### config.mk
export PLATFORM = sky130hd
export DESIGN_NAME = conv_host_streamer
export DESIGN_NICKNAME = d
export VERILOG_FILES = /design/src/rtl/conv_host_pkg.sv /design/src/rtl/conv_stream_fifo2.sv /design/src/rtl/conv_host_streamer.sv
export SDC_FILE = /design/constraint.sdc
export NUM_CORES = 1
export LEC_CHECK = 0
export BUFFER_PORTS_ARGS = -buffer_cell sky130_fd_sc_hd__buf_2
export CORE_MARGIN = 2
export CORE_UTILIZATION = 43
export DETAILED_ROUTE_END_ITERATION = 10
export PLACE_DENSITY = 0.7
export SLEW_MARGIN = 5
export SYNTH_ARGS = -nofsm -noshare
export SYNTH_HDL_FRONTEND = slang
export SYNTH_HIERARCHICAL = 1
export SYNTH_SLANG_ARGS = --single-unit
### constraint.sdc
create_clock -name clk -period 3.54 [get_ports clk]
set_clock_uncertainty 0.1 [all_clocks]
set_input_delay 0.708 -clock clk [delete_from_list [all_inputs] [get_ports clk]]
set_output_delay 0.708 -clock clk [all_outputs]
set_load 0.01 [all_outputs]
### src/rtl/conv_host_pkg.sv
// Shared state encoding and run-size helpers for the convolution host streamer.
// Pure definitions: no latency, no backpressure.
package conv_host_pkg;

   typedef enum logic [1:0] {
      IDLE  = 2'd0,
      FETCH = 2'd1,
      DRAIN = 2'd2,
      DONE  = 2'd3
   } state_t;

   localparam logic [1:0] MODE_ILLEGAL = 2'd3;

   // Map-dimension right shift per stride mode, two bits per mode; mode 3 never used.
   localparam logic [7:0] MODE_SHIFT = {2'd0, 2'd2, 2'd1, 2'd0};

   function automatic logic [1:0] mode_shift(input logic [1:0] mode);
      return MODE_SHIFT[{mode, 1'b0} +: 2];
   endfunction

   function automatic logic [31:0] calc_pos(input logic [1:0]  mode,
                                            input logic [31:0] map_w,
                                            input logic [31:0] map_h);
      logic [1:0] w_sh;
      w_sh = mode_shift(mode);
      return (map_w >> w_sh) * (map_h >> w_sh);
   endfunction

endpackage

### src/rtl/conv_stream_fifo2.sv
// Two-entry FIFO between the source memory read port and the accelerator input bus.
// Head is combinational from storage; push and pop in one cycle leave the count unchanged.
module conv_stream_fifo2 #(
   parameter int WIDTH = 48
) (
   input  logic             clk,
   input  logic             rst_n,
   input  logic             i_push,
   input  logic [WIDTH-1:0] i_push_dat,
   input  logic             i_pop,
   output logic [WIDTH-1:0] o_head_dat,
   output logic             o_full,
   output logic             o_empty,
   output logic [1:0]       o_count
);

   logic [WIDTH-1:0] r_mem [2];
   logic             r_wr_ptr;
   logic             r_rd_ptr;
   logic [1:0]       r_count;
   logic             w_pop;

   assign w_pop = i_pop && (r_count != 2'd0);

   always_ff @(posedge clk or negedge rst_n) begin
      if (!rst_n) begin
         r_mem[0] <= '0;
         r_mem[1] <= '0;
         r_wr_ptr <= 1'b0;
         r_rd_ptr <= 1'b0;
         r_count  <= 2'd0;
      end else begin
         if (i_push) begin
            r_mem[r_wr_ptr] <= i_push_dat;
            r_wr_ptr        <= ~r_wr_ptr;
         end
         if (w_pop) begin
            r_rd_ptr <= ~r_rd_ptr;
         end
         case ({i_push, w_pop})
            2'b10:   r_count <= r_count + 2'd1;
            2'b01:   r_count <= r_count - 2'd1;
            default: r_count <= r_count;
         endcase
      end
   end

   assign o_head_dat = r_mem[r_rd_ptr];
   assign o_full     = (r_count == 2'd2);
   assign o_empty    = (r_count == 2'd0);
   assign o_count    = r_count;

   // The read-issue throttle upstream must make a push into a full FIFO impossible.
   a_no_overflow : assert property (@(posedge clk) disable iff (!rst_n)
      !(i_push && (r_count == 2'd2)));

endmodule

### src/rtl/conv_host_streamer.sv
// Streams kernel then feature words from source memory to the accelerator and captures its output beats.
// Optional stall counter under CONV_HOST_PERF_CNT_EN; bus_data held until accepted, reads throttled to FIFO space.
module conv_host_streamer
   import conv_host_pkg::*;
#(
   parameter int FEATURE_MAP_WIDTH  = 128,
   parameter int FEATURE_MAP_HEIGHT = 128,
   parameter int BUS_WIDTH          = 48,
   parameter int KERNEL_BEATS       = 144,
   parameter int FEATURE_BEATS      = 6,
   parameter int SRC_ADDR_WIDTH     = 18
) (
   input  logic                                  clk,
   input  logic                                  arst_n_in,
   input  logic                                  start,
   input  logic [1:0]                            conv_stride_mode,
   output logic                                  busy,
   output logic                                  done,
   output logic                                  mem_re,
   output logic [SRC_ADDR_WIDTH-1:0]             mem_addr,
   input  logic [BUS_WIDTH-1:0]                  mem_rdata,
   output logic                                  bus_valid,
   input  logic                                  bus_ready,
   output logic [BUS_WIDTH-1:0]                  bus_data,
   input  logic                                  driving_busses,
   input  logic                                  output_valid,
   input  logic [$clog2(FEATURE_MAP_WIDTH)-1:0]  output_x,
   input  logic [$clog2(FEATURE_MAP_HEIGHT)-1:0] output_y,
   input  logic [BUS_WIDTH-1:0]                  output_data,
   output logic                                  res_we,
   output logic [$clog2(FEATURE_MAP_WIDTH)+$clog2(FEATURE_MAP_HEIGHT)+2:0] res_addr,
   output logic [BUS_WIDTH-1:0]                  res_wdata,
   output logic [31:0]                           stall_cycles
);

   localparam int XW     = $clog2(FEATURE_MAP_WIDTH);
   localparam int YW     = $clog2(FEATURE_MAP_HEIGHT);
   localparam int RES_AW = XW + YW + 3;

   localparam logic [SRC_ADDR_WIDTH-1:0] ADDR_ONE   = 1;
   localparam logic [2:0]                OBEAT_LAST = 3'(FEATURE_BEATS - 1);

   state_t                    r_state;
   state_t                    w_state_nxt;
   logic                      w_busy;
   logic                      w_done;

   logic [SRC_ADDR_WIDTH-1:0] r_rd_cnt;
   logic [31:0]               r_acc_cnt;
   logic [31:0]               r_out_cnt;
   logic [31:0]               r_total_in;
   logic [31:0]               r_total_out;
   logic                      r_inflight;
   logic [2:0]                r_obeat;

   logic                      r_res_we;
   logic [RES_AW-1:0]         r_res_addr;
   logic [BUS_WIDTH-1:0]      r_res_wdata;

   logic [31:0]               w_pos;
   logic                      w_start_ok;
   logic                      w_accept;
   logic                      w_capture;
   logic                      w_mem_re;
   logic                      w_bus_valid;
   logic [1:0]                w_occ;

   logic [BUS_WIDTH-1:0]      w_fifo_head;
   logic                      w_fifo_full;
   logic                      w_fifo_empty;
   logic [1:0]                w_fifo_count;

   assign w_pos      = calc_pos(conv_stride_mode, FEATURE_MAP_WIDTH, FEATURE_MAP_HEIGHT);
   assign w_start_ok = (r_state == IDLE) && start && (conv_stride_mode != MODE_ILLEGAL);

   // Reads already in flight count against FIFO space so a push never finds it full.
   assign w_occ       = w_fifo_count + {1'b0, r_inflight};
   assign w_mem_re    = (r_state == FETCH) && !w_fifo_full && (w_occ < 2'd2)
                        && (32'(r_rd_cnt) < r_total_in);
   assign w_bus_valid = !w_fifo_empty && !driving_busses;
   assign w_accept    = w_bus_valid && bus_ready;
   assign w_capture   = output_valid && ((r_state == FETCH) || (r_state == DRAIN));

   conv_stream_fifo2 #(
      .WIDTH      (BUS_WIDTH)
   ) u_fifo (
      .clk        (clk),
      .rst_n      (arst_n_in),
      .i_push     (r_inflight),
      .i_push_dat (mem_rdata),
      .i_pop      (w_accept),
      .o_head_dat (w_fifo_head),
      .o_full     (w_fifo_full),
      .o_empty    (w_fifo_empty),
      .o_count    (w_fifo_count)
   );

   always_ff @(posedge clk or negedge arst_n_in) begin
      if (!arst_n_in) begin
         r_state <= IDLE;
      end else begin
         r_state <= w_state_nxt;
      end
   end

   always_comb begin
      w_state_nxt = r_state;
      w_busy      = 1'b1;
      w_done      = 1'b0;
      case (r_state)
         IDLE: begin
            w_busy = 1'b0;
            if (w_start_ok) begin
               w_state_nxt = FETCH;
            end
         end
         FETCH: begin
            if (w_accept && (r_acc_cnt == r_total_in - 32'd1)) begin
               w_state_nxt = DRAIN;
            end
         end
         DRAIN: begin
            if (r_out_cnt >= r_total_out) begin
               w_state_nxt = DONE;
            end
         end
         DONE: begin
            w_done      = 1'b1;
            w_state_nxt = IDLE;
         end
         default: begin
            w_busy      = 1'b0;
            w_state_nxt = IDLE;
         end
      endcase
   end

   always_ff @(posedge clk or negedge arst_n_in) begin
      if (!arst_n_in) begin
         r_rd_cnt    <= '0;
         r_acc_cnt   <= '0;
         r_out_cnt   <= '0;
         r_total_in  <= '0;
         r_total_out <= '0;
         r_inflight  <= 1'b0;
         r_obeat     <= '0;
      end else begin
         r_inflight <= w_mem_re;
         if (w_start_ok) begin
            r_total_out <= w_pos * 32'(FEATURE_BEATS);
            r_total_in  <= 32'(KERNEL_BEATS) + w_pos * 32'(FEATURE_BEATS);
            r_rd_cnt    <= '0;
            r_acc_cnt   <= '0;
            r_out_cnt   <= '0;
            r_obeat     <= '0;
         end else begin
            if (w_mem_re) begin
               r_rd_cnt <= r_rd_cnt + ADDR_ONE;
            end
            if (w_accept) begin
               r_acc_cnt <= r_acc_cnt + 32'd1;
            end
            if (w_capture) begin
               r_out_cnt <= r_out_cnt + 32'd1;
               r_obeat   <= (r_obeat == OBEAT_LAST) ? 3'd0 : r_obeat + 3'd1;
            end
         end
      end
   end

   always_ff @(posedge clk or negedge arst_n_in) begin
      if (!arst_n_in) begin
         r_res_we    <= 1'b0;
         r_res_addr  <= '0;
         r_res_wdata <= '0;
      end else begin
         r_res_we <= w_capture;
         if (w_capture) begin
            r_res_addr  <= {output_y, output_x, r_obeat};
            r_res_wdata <= output_data;
         end
      end
   end

`ifdef CONV_HOST_PERF_CNT_EN
   logic [31:0] r_stall;

   always_ff @(posedge clk or negedge arst_n_in) begin
      if (!arst_n_in) begin
         r_stall <= '0;
      end else if (w_start_ok) begin
         r_stall <= '0;
      end else if ((r_state == FETCH) && w_bus_valid && !bus_ready && (r_stall != '1)) begin
         r_stall <= r_stall + 32'd1;
      end
   end

   assign stall_cycles = r_stall;
`else
   assign stall_cycles = 32'd0;
`endif

   assign busy      = w_busy;
   assign done      = w_done;
   assign mem_re    = w_mem_re;
   assign mem_addr  = r_rd_cnt;
   assign bus_valid = w_bus_valid;
   assign bus_data  = w_fifo_head;
   assign res_we    = r_res_we;
   assign res_addr  = r_res_addr;
   assign res_wdata = r_res_wdata;

endmodule

# Word-level counts from Yosys, hierarchy flattened
# Cells that the tools add are included.
[totals]
out_inout_bits = 168
input_bits = 118
regBits = 317
wordCells = 96
[op_classes]
n_eq_ne = 12
bitwise_logic = 4
order_cmp = 6
n_mux = 22
n_reduce_logical = 23
n_mul = 2
addsub = 9
shifts = 2
[ops]
columns = ["op", "count"]
rows = [
  ["$mux W48", 4],
  ["$mux W32", 4],
  ["$bwmux W96", 1],
  ["$add A32 B1 Y32 const B", 2],
  ["$demux W48 S1", 1],
  ["$mux W18", 2],
  ["$add A8 B32 Y32 const A", 1],
  ["$eq A32 B32 Y1", 1],
  ["$ge A32 B32 Y1", 1],
  ["$lt A18 B32 Y1", 1],
  ["$mul A32 B2 Y31 const B", 1],
  ["$mul A32 B32 Y32", 1],
  ["$shr A8 B2 Y32 const A", 1],
  ["$sub A32 B1 Y32 const B", 1],
  ["$add A18 B1 Y18 const B", 1],
  ["$logic_and A1 B1 Y1", 11],
  ["$reduce_bool A2 Y1", 5],
  ["$mux W3", 3],
  ["$eq A2 B2 Y1 const B", 4],
  ["$pmux W2 S4", 1],
  ["$shiftx A8 B4 Y2 const A", 1],
  ["$mux W2", 3],
  ["$eq A2 B1 Y1 const B", 2],
  ["$ge A2 B2 Y1 const B", 2],
  ["17 further kinds", 25],
]

# Longest topological paths before layout
# Gate-level depths: netlist of the first run.
[depth]
word_depth = 7
ltp_mapped = 20
mapped_depth_nobuf = 19

# Modules after synthesis
# Netlist of the first run, hierarchy kept.
[by_module_without_submodules]
columns = ["module", "cells_each", "area_per_inst_um2", "seq_area_each_um2", "n_inst"]
rows = [
  ["conv_host_streamer", 1033, 9253.9, 4129.0, 1],
  ["conv_stream_fifo2", 272, 4414.2, 2502.4, 1],
]

# Worst setup path before layout of the first run
# Ideal clock, no wire load.
[synth_timing]
path_kind = "input to register"
start = "input port conv_stride_mode[0]"
end = "register r_total_out[20]"
setup_time_ns = 0.133
t_arrival_ns = 4.370
setup_slack_ns = -1.063
cell_stages = 19
required_ns = 3.307
cell_sequence = "inv_1 > ha_1 > clkbuf_1 > and2_1 > ha_1 > ha_1 > ha_1 > ha_1 > ha_1 > o21ai_0 > nor2_1 > nor2_1 > xnor2_1 > ha_1 > o311a_1 > o21a_1 > o21ai_0 > mux2i_1 > o211ai_1"
[synth_via]
elab_chain_len = 4
elab_cells_between_ends = 6
[synth_lines]
columns = ["element", "line_no", "rtl"]
rows = [
  ["from (decl)", "conv_host_streamer.sv:16", "input logic [1:0] conv_stride_mode,"],
  ["$shiftx A8 B4 Y2", "conv_host_pkg.sv:18", "return MODE_SHIFT[{mode, 1'b0} +: 2];"],
  ["$shr A8 B2 Y32", "conv_host_pkg.sv:26", "return (map_w >> w_sh) * (map_h >> w_sh);"],
  ["$mul A32 B32 Y32", "conv_host_pkg.sv:26", ""],
  ["$mul A32 B2 Y31", "conv_host_streamer.sv:150", "r_total_out <= w_pos * 32'(FEATURE_BEATS);"],
  ["to (signal assigned)", "conv_host_streamer.sv:150", ""],
  ["to (decl)", "conv_host_streamer.sv:52", "logic [31:0] r_total_out;"],
]
# Parallel ways exist; a longest one is shown, timed or not.
# A chain may end at the register's enable or synchronous reset.

# Worst setup path after layout of the first run
# Ends and elaborated chain as after synthesis.

==> results of run 1 <==
## cell type report
class                   count  area (um2)
inverters                  34         133
repair buffers            297        1680
clock inverters            20         216
clock buffers              36         833
flip-flops and latches    265        6630
multi-input cells         951        6710
fillers                  2765       14700
well taps                 402         503
## layout by cell type (no fill, tap or decap), drive strengths merged, types with 11 or more instances in the layout
cell,count
and2,17
a21oi,22
nor4,17
xor2,47
dfrtp,265
buf,297
mux2,144
nand3,38
clkbuf,36
nor3,16
o21ai,26
and3,12
xnor2,49
and4,11
clkinv,11
nor2,105
conb,33
nand2,248
inv,35
nand4,20
ha,60
## flip-flops by register name, indices dropped and copies added (netlist names)
name	flops
u_fifo/r_rd_ptr	1
res_wdata	48
u_fifo/o_count	2
r_total_in	1
res_addr	17
u_fifo/r_mem	96
r_inflight	1
r_obeat	3
r_out_cnt	32
r_total_out	10
u_fifo/r_wr_ptr	1
res_we	1
mem_addr	18
r_acc_cnt	32
r_state	2
## cells by family (layout without fill, tap and decap cells)
family | Yosys count | after routing | share of synthesized area [%]
DFF | 265 | 265 | 48.5
xor gates and xnor gates | 96 | 96 | 6.15
muxes | 150 | 150 | 12.9
other | 1 | 33 | 0.0274
and+or+nand+nor | 518 | 518 | 17.6
AOI/OAI and AO/OA | 93 | 93 | 4.44
buffers and inverters | 121 | 387 | 4.73
adders and majority gates | 61 | 61 | 5.64
## critical path, delay by kind of cell
| kind | cells | cell delay [ps] |
|---|---|---|
| fa+ha+maj | 6 | 1640 |
| compound gates | 4 | 620 |
| simple gates | 5 | 600 |
| mux | 1 | 220 |
| buf+inv | 3 | 160 |
| xor+xnor | 1 | 140 |
## power by group through the flow
stage               Sequential [uW]  Clock (uW)  Combinational, uW
floorplan                      4800           0               3190
global placement               4720           0               4750
detailed placement             4780           0               4870
CTS                            4750        3290               4900
global route                   4890        3410               5330
finish                         4740        3190               4830
## per-stage QoR
step / std cells / setup slack (ps) / power, uW / cell area, um2
2_1_floorplan: 1337 / -657 / 7980 / 13900
3_3_place_gp: 1941 / -867 / 9480 / 15500
3_5_place_dp: 1941 / -979 / 9650 / 15500
4_1_cts: 2002 / -171 / 12900 / 16700
5_1_grt: 2005 / -316 / 13600 / 16700
6_report: 2005 / -230 / 12800 / 16700
## repair_timing
action,in CTS,in global routing
pin swaps,22,4
endpoints found under the hold margin,0,0
buffers inserted,6,3
gates resized for setup,13,10
setup endpoints to repair,4,5
## metal layers
layer  wire length, um  vias to the layer above
met5                 0                        -
met4               695                        0
met1             13700                     4967
met3              1760                       58
met2             14700                      240
li1                  -                     4910
## worst max path at each step
| stage | endpoint | slack (ps) | start | depth (start not counted) |
|---|---|---|---|---|
| after CTS | r_total_out[20] | -170 | conv_stride_mode[0] | 20 |
| after global placement | r_total_out[20] | -870 | conv_stride_mode[1] | 20 |
| final | r_total_out[20] | -230 | conv_stride_mode[0] | 20 |
| after global routing | r_total_out[20] | -320 | conv_stride_mode[0] | 20 |
| after floorplan | r_total_out[20] | -660 | conv_stride_mode[1] | 19 |
| after detailed placement | r_total_out[20] | -980 | conv_stride_mode[1] | 20 |
==> reports/results.tsv, run 1 <==
metric	value	unit
violations	setup timing	
grt_pass1_wl	51700	um
antenna_found_initial	0	
ctsLongestPathBuffers	3	
die_w	182	um
swShare	34.9	%
p_sw	4450	uW
hold_class	primary input to asynchronous set/reset pin	
tightest_slew	826	ps
grt_max_degree	89	
use_met3	3.99	%
synth-edff-count	0	
reg2reg_slack	470	ps
core	31400	um2
synth_top_area_share	48.5	%
yosysSeqAreaShare	48.5	%
synthesis.area	13700	um2
die_area	33200	um2
hpwl	21600	um
status	finished, violations left	
htree_levels	1	
io_pins	286	
cts_buffers	30	
drv_cap	0	
ir_drop	505	uV
end_kind	register	
yosys_most_used_dff	dfrtp_1	
grt_pass1_vias	10407	
hold_buffers	0	
power.share.clock	25.0	%
p_seq_share	37.1	%
grt_overflow	0	
busiest_layer	met2	
synth_most_common_cell	dfrtp_1	
cp.required	3870	ps
synth.distinct_cells	73	
worstPathArrival	4100	ps
finalCritPeriodShare	107	%
critPathKind	primary input to register	
grt.met2_usage	31.7	%
hold_viol	0	
rows	65	
use_met1	24.2	%
p_leak	0.00828	uW
worstReg2RegEnd	r_state[0]	
drive_gt1_share	34.1	%
finalSetupViolations	4	
hold_slack	44.1	ps
yosysWarnings	6	
post-route-util	53.2	%
crit_fanout	4	
tritoncts	built	
clock_sink_count	265	
synthTopCellsByArea	dfrtp_1 49%, mux2_2 10%, nand2_1 6.8%, ha_1 5.5%, xnor2_1 3.1%	
clkTransAtPathRegs	60	ps
powerDensity	764	nW/um2
postRouteAntennaNets	0	
rsz0062_at_grt	yes	
synth-async-reset-ratio	100	%
r2r-start	r_total_out[10]	
cpMostUsedCell	ha_4	
r2r_cells	9	
syn_inst	1305	
fin_ws	-230	ps
synth-seq-cells	265	
initial_core_util	43.5	%
gp_congestion	0.762	
worstSkewPairLatency	570	ps
final_max_slew_viol_count	0	
dr.pass1.iters	5	
slowest_stage	fa_1	
drt_iter0_drc	584	
io_buffers	253	
grtUsageTotal	18.6	%
p_int	8320	uW
final_nets	1758	
setup_tns	-586	ps
synth_area_leader_cell	dfrtp_1	
p_comb_share	37.8	%
slew_headroom	44.8	%
synthToLayoutAreaGrowth	22.2	%
routedWlPerCell	15.4	um
num_vias	10175	
drt_wl_total	30800	um
route.detailed.drc	0	
fmax	0.265	GHz
post-route-min-period	3770	ps
ys_top_cells_by_count	265 x dfrtp_1, 247 x nand2_1, 121 x mux2_2	
cts_root_buf	clkbuf_16	
crit_path_start_kind	primary input	
antenna_cells	0	
crit_chain	buf_8 -> inv_6 -> ha_4 -> and3_4 -> ha_4 -> and2_4 -> ha_4 -> and2_4 -> fa_1 -> ha_4 -> inv_2 -> nor2_4 -> nor2_2 -> xnor2_2 -> ha_1 -> o311a_1 -> o21a_1 -> o21ai_2 -> mux2i_1 -> o211ai_1	
slowest_delay	480	ps
synth_area_per_cell	10.5	um2
die_h	182	um
viasPerCell	5.07	
(Power assumes the default switching activity.)
==> run 2, diff against run 1 <==
==> constraint.sdc (replaced) <==
create_clock -name clk -period 4.7 [get_ports clk]
set_clock_uncertainty 0.1 [all_clocks]
set_input_delay 0.94 -clock clk [delete_from_list [all_inputs] [get_ports clk]]
set_output_delay 0.94 -clock clk [all_outputs]
set_load 0.01 [all_outputs]
==> reports/results.tsv, run 2 (synthesis gave the netlist of run 1 again) <==
metric	value	unit
ctsLongestPathBuffers	3	
rsz0062_at_grt	no	
clkTransAtPathRegs	60	ps
worstPathArrival	4680	ps
fmax	0.229	GHz
grt_pass1_wl	51600	um
slowest_stage	ha_1	
hold_viol	0	
postRouteAntennaNets	0	
viasPerCell	5.08	
routedWlPerCell	15.5	um
layout_commonest_cell	dfrtp_1	
drive_gt1_share	30.8	%
slowest_delay	320	ps
final_nets	1741	
grt_max_degree	95	
initial_core_util	43.5	%
die_area	33200	um2
p_sw	3320	uW
synthToLayoutAreaGrowth	19.2	%
tightest_slew	884	ps
finalCritPeriodShare	93.1	%
top_register	u_fifo/r_mem	
cpMostUsedCell	ha_1	
crit_path_start	conv_stride_mode[0]	
ir_drop	334	uV
hold_class	primary input to asynchronous set/reset pin	
cp.required	5010	ps
finalSetupViolations	0	
antenna_found_initial	1	
io_pins	286	
rows	65	
gp_congestion	0.820	
p_leak	0.00816	uW
drt_iter0_drc	623	
hold_slack	232	ps
r2r-start	r_total_out[10]	
swShare	34.9	%
final_max_slew_viol_count	0	
die_w	182	um
num_vias	10102	
cts_buffers	30	
route.detailed.drc	0	
worstReg2RegEnd	r_state[0]	
drt_wl_total	30800	um
dr.pass1.iters	5	
drv_cap	0	
crit_end	r_total_out[20]	
largest_register_ffs	96	
layout_common_cells	264 x dfrtp_1, 252 x buf_2, 246 x nand2_1	
status	finished clean	
cts_root_buf	clkbuf_16	
worstSkewPairLatency	570	ps
die_h	182	um
io_buffers	253	
post-route-min-period	4370	ps
crit_path_start_kind	primary input	
power.share.clock	24.8	%
crit_fanout	4	
p_seq_share	38.0	%
reg2reg_slack	1660	ps
hold_buffers	0	
tritoncts	built	
core	31400	um2
crit_chain	buf_2 -> inv_1 -> ha_1 -> and2_1 -> ha_1 -> ha_1 -> ha_1 -> ha_1 -> ha_1 -> o21ai_1 -> nor2_1 -> o21ai_0 -> xnor2_1 -> ha_1 -> o21a_1 -> o21ai_1 -> mux2i_1 -> o211ai_1	
grtUsageTotal	18.6	%
clock_sink_count	265	
cts_setup_buffers	0	
grt_pass1_vias	10216	
p_int	6200	uW
p_comb_share	37.3	%
htree_levels	1	
critPathKind	primary input to register	
r2r_cells	9	
power	9520	uW
cts-resized-gates	0	
powerDensity	584	nW/um2
slew_headroom	41.1	%
end_kind	register	
hpwl	21700	um
grt_overflow	0	
run 2: worst min path at each step:
stage / start / to / slack, ps / cells after the start
final: arst_n_in / u_fifo/r_mem[62] / 230 / 1
after floorplan: u_fifo/r_mem[55] / u_fifo/r_mem[55] / 350 / 1
after detailed placement: res_addr[15] / res_addr[15] / 360 / 2
after global routing: arst_n_in / u_fifo/r_mem[62] / 280 / 1
after global placement: res_wdata[24] / res_wdata[24] / 350 / 2
after CTS: arst_n_in / u_fifo/r_mem[62] / 270 / 1
run 2: critical path: cells and delay by family:
family	cells	cell delay, ps
AO/OA/AOI/OAI	5	930
XOR/XNOR	1	200
adder cells (fa/ha/maj)	7	1990
buffers and inverters	2	170
multiplexers	1	210
AND/OR/NAND/NOR	2	240
run 2: final cells by class:
type / instances / area, um2
Multi-Input combinational cell: 951 / 6520
Sequential cell: 265 / 6630
Clock buffer: 43 / 840
Antenna cell: 1 / 2.50
Timing Repair Buffer: 280 / 1500
Fill cell: 2837 / 15100
Clock inverter: 12 / 168
Tap cell: 402 / 503
Inverter: 34 / 128
run 2: power by group through the flow:
stage                     logic [uW]  clock network (uW)  registers (uW)
after floorplan                 2390                   0            3610
after global placement          3500                   0            3590
after detailed placement        3580                   0            3640
after CTS                       3600                2430            3620
after global routing            3930                2520            3730
final                           3550                2360            3620
run 2: metal layers:
layer  track usage, %  share of wire, %  wire, um  vias up
li1                 -                 -         -     4867
met1             24.3                45     13700     4936
met2             32.3                49     14900      250
met3             2.91               4.9      1520       47
met4             4.68               2.0       614        2
met5                0             0.042        13        -
run 2: stage by stage:
stage	util (%)	std cells	TNS, ps	instance area [um2]	setup WS, ps
3_3_place_gp	48.7	1932	-126	15300	-98.7
6_report	51.9	1988	0	16300	325
3_5_place_dp	48.7	1932	-393	15300	-180
5_1_grt	51.9	1987	0	16300	97.6
4_1_cts	51.9	1987	0	16300	373
2_1_floorplan	-	1337	0	13800	6.12
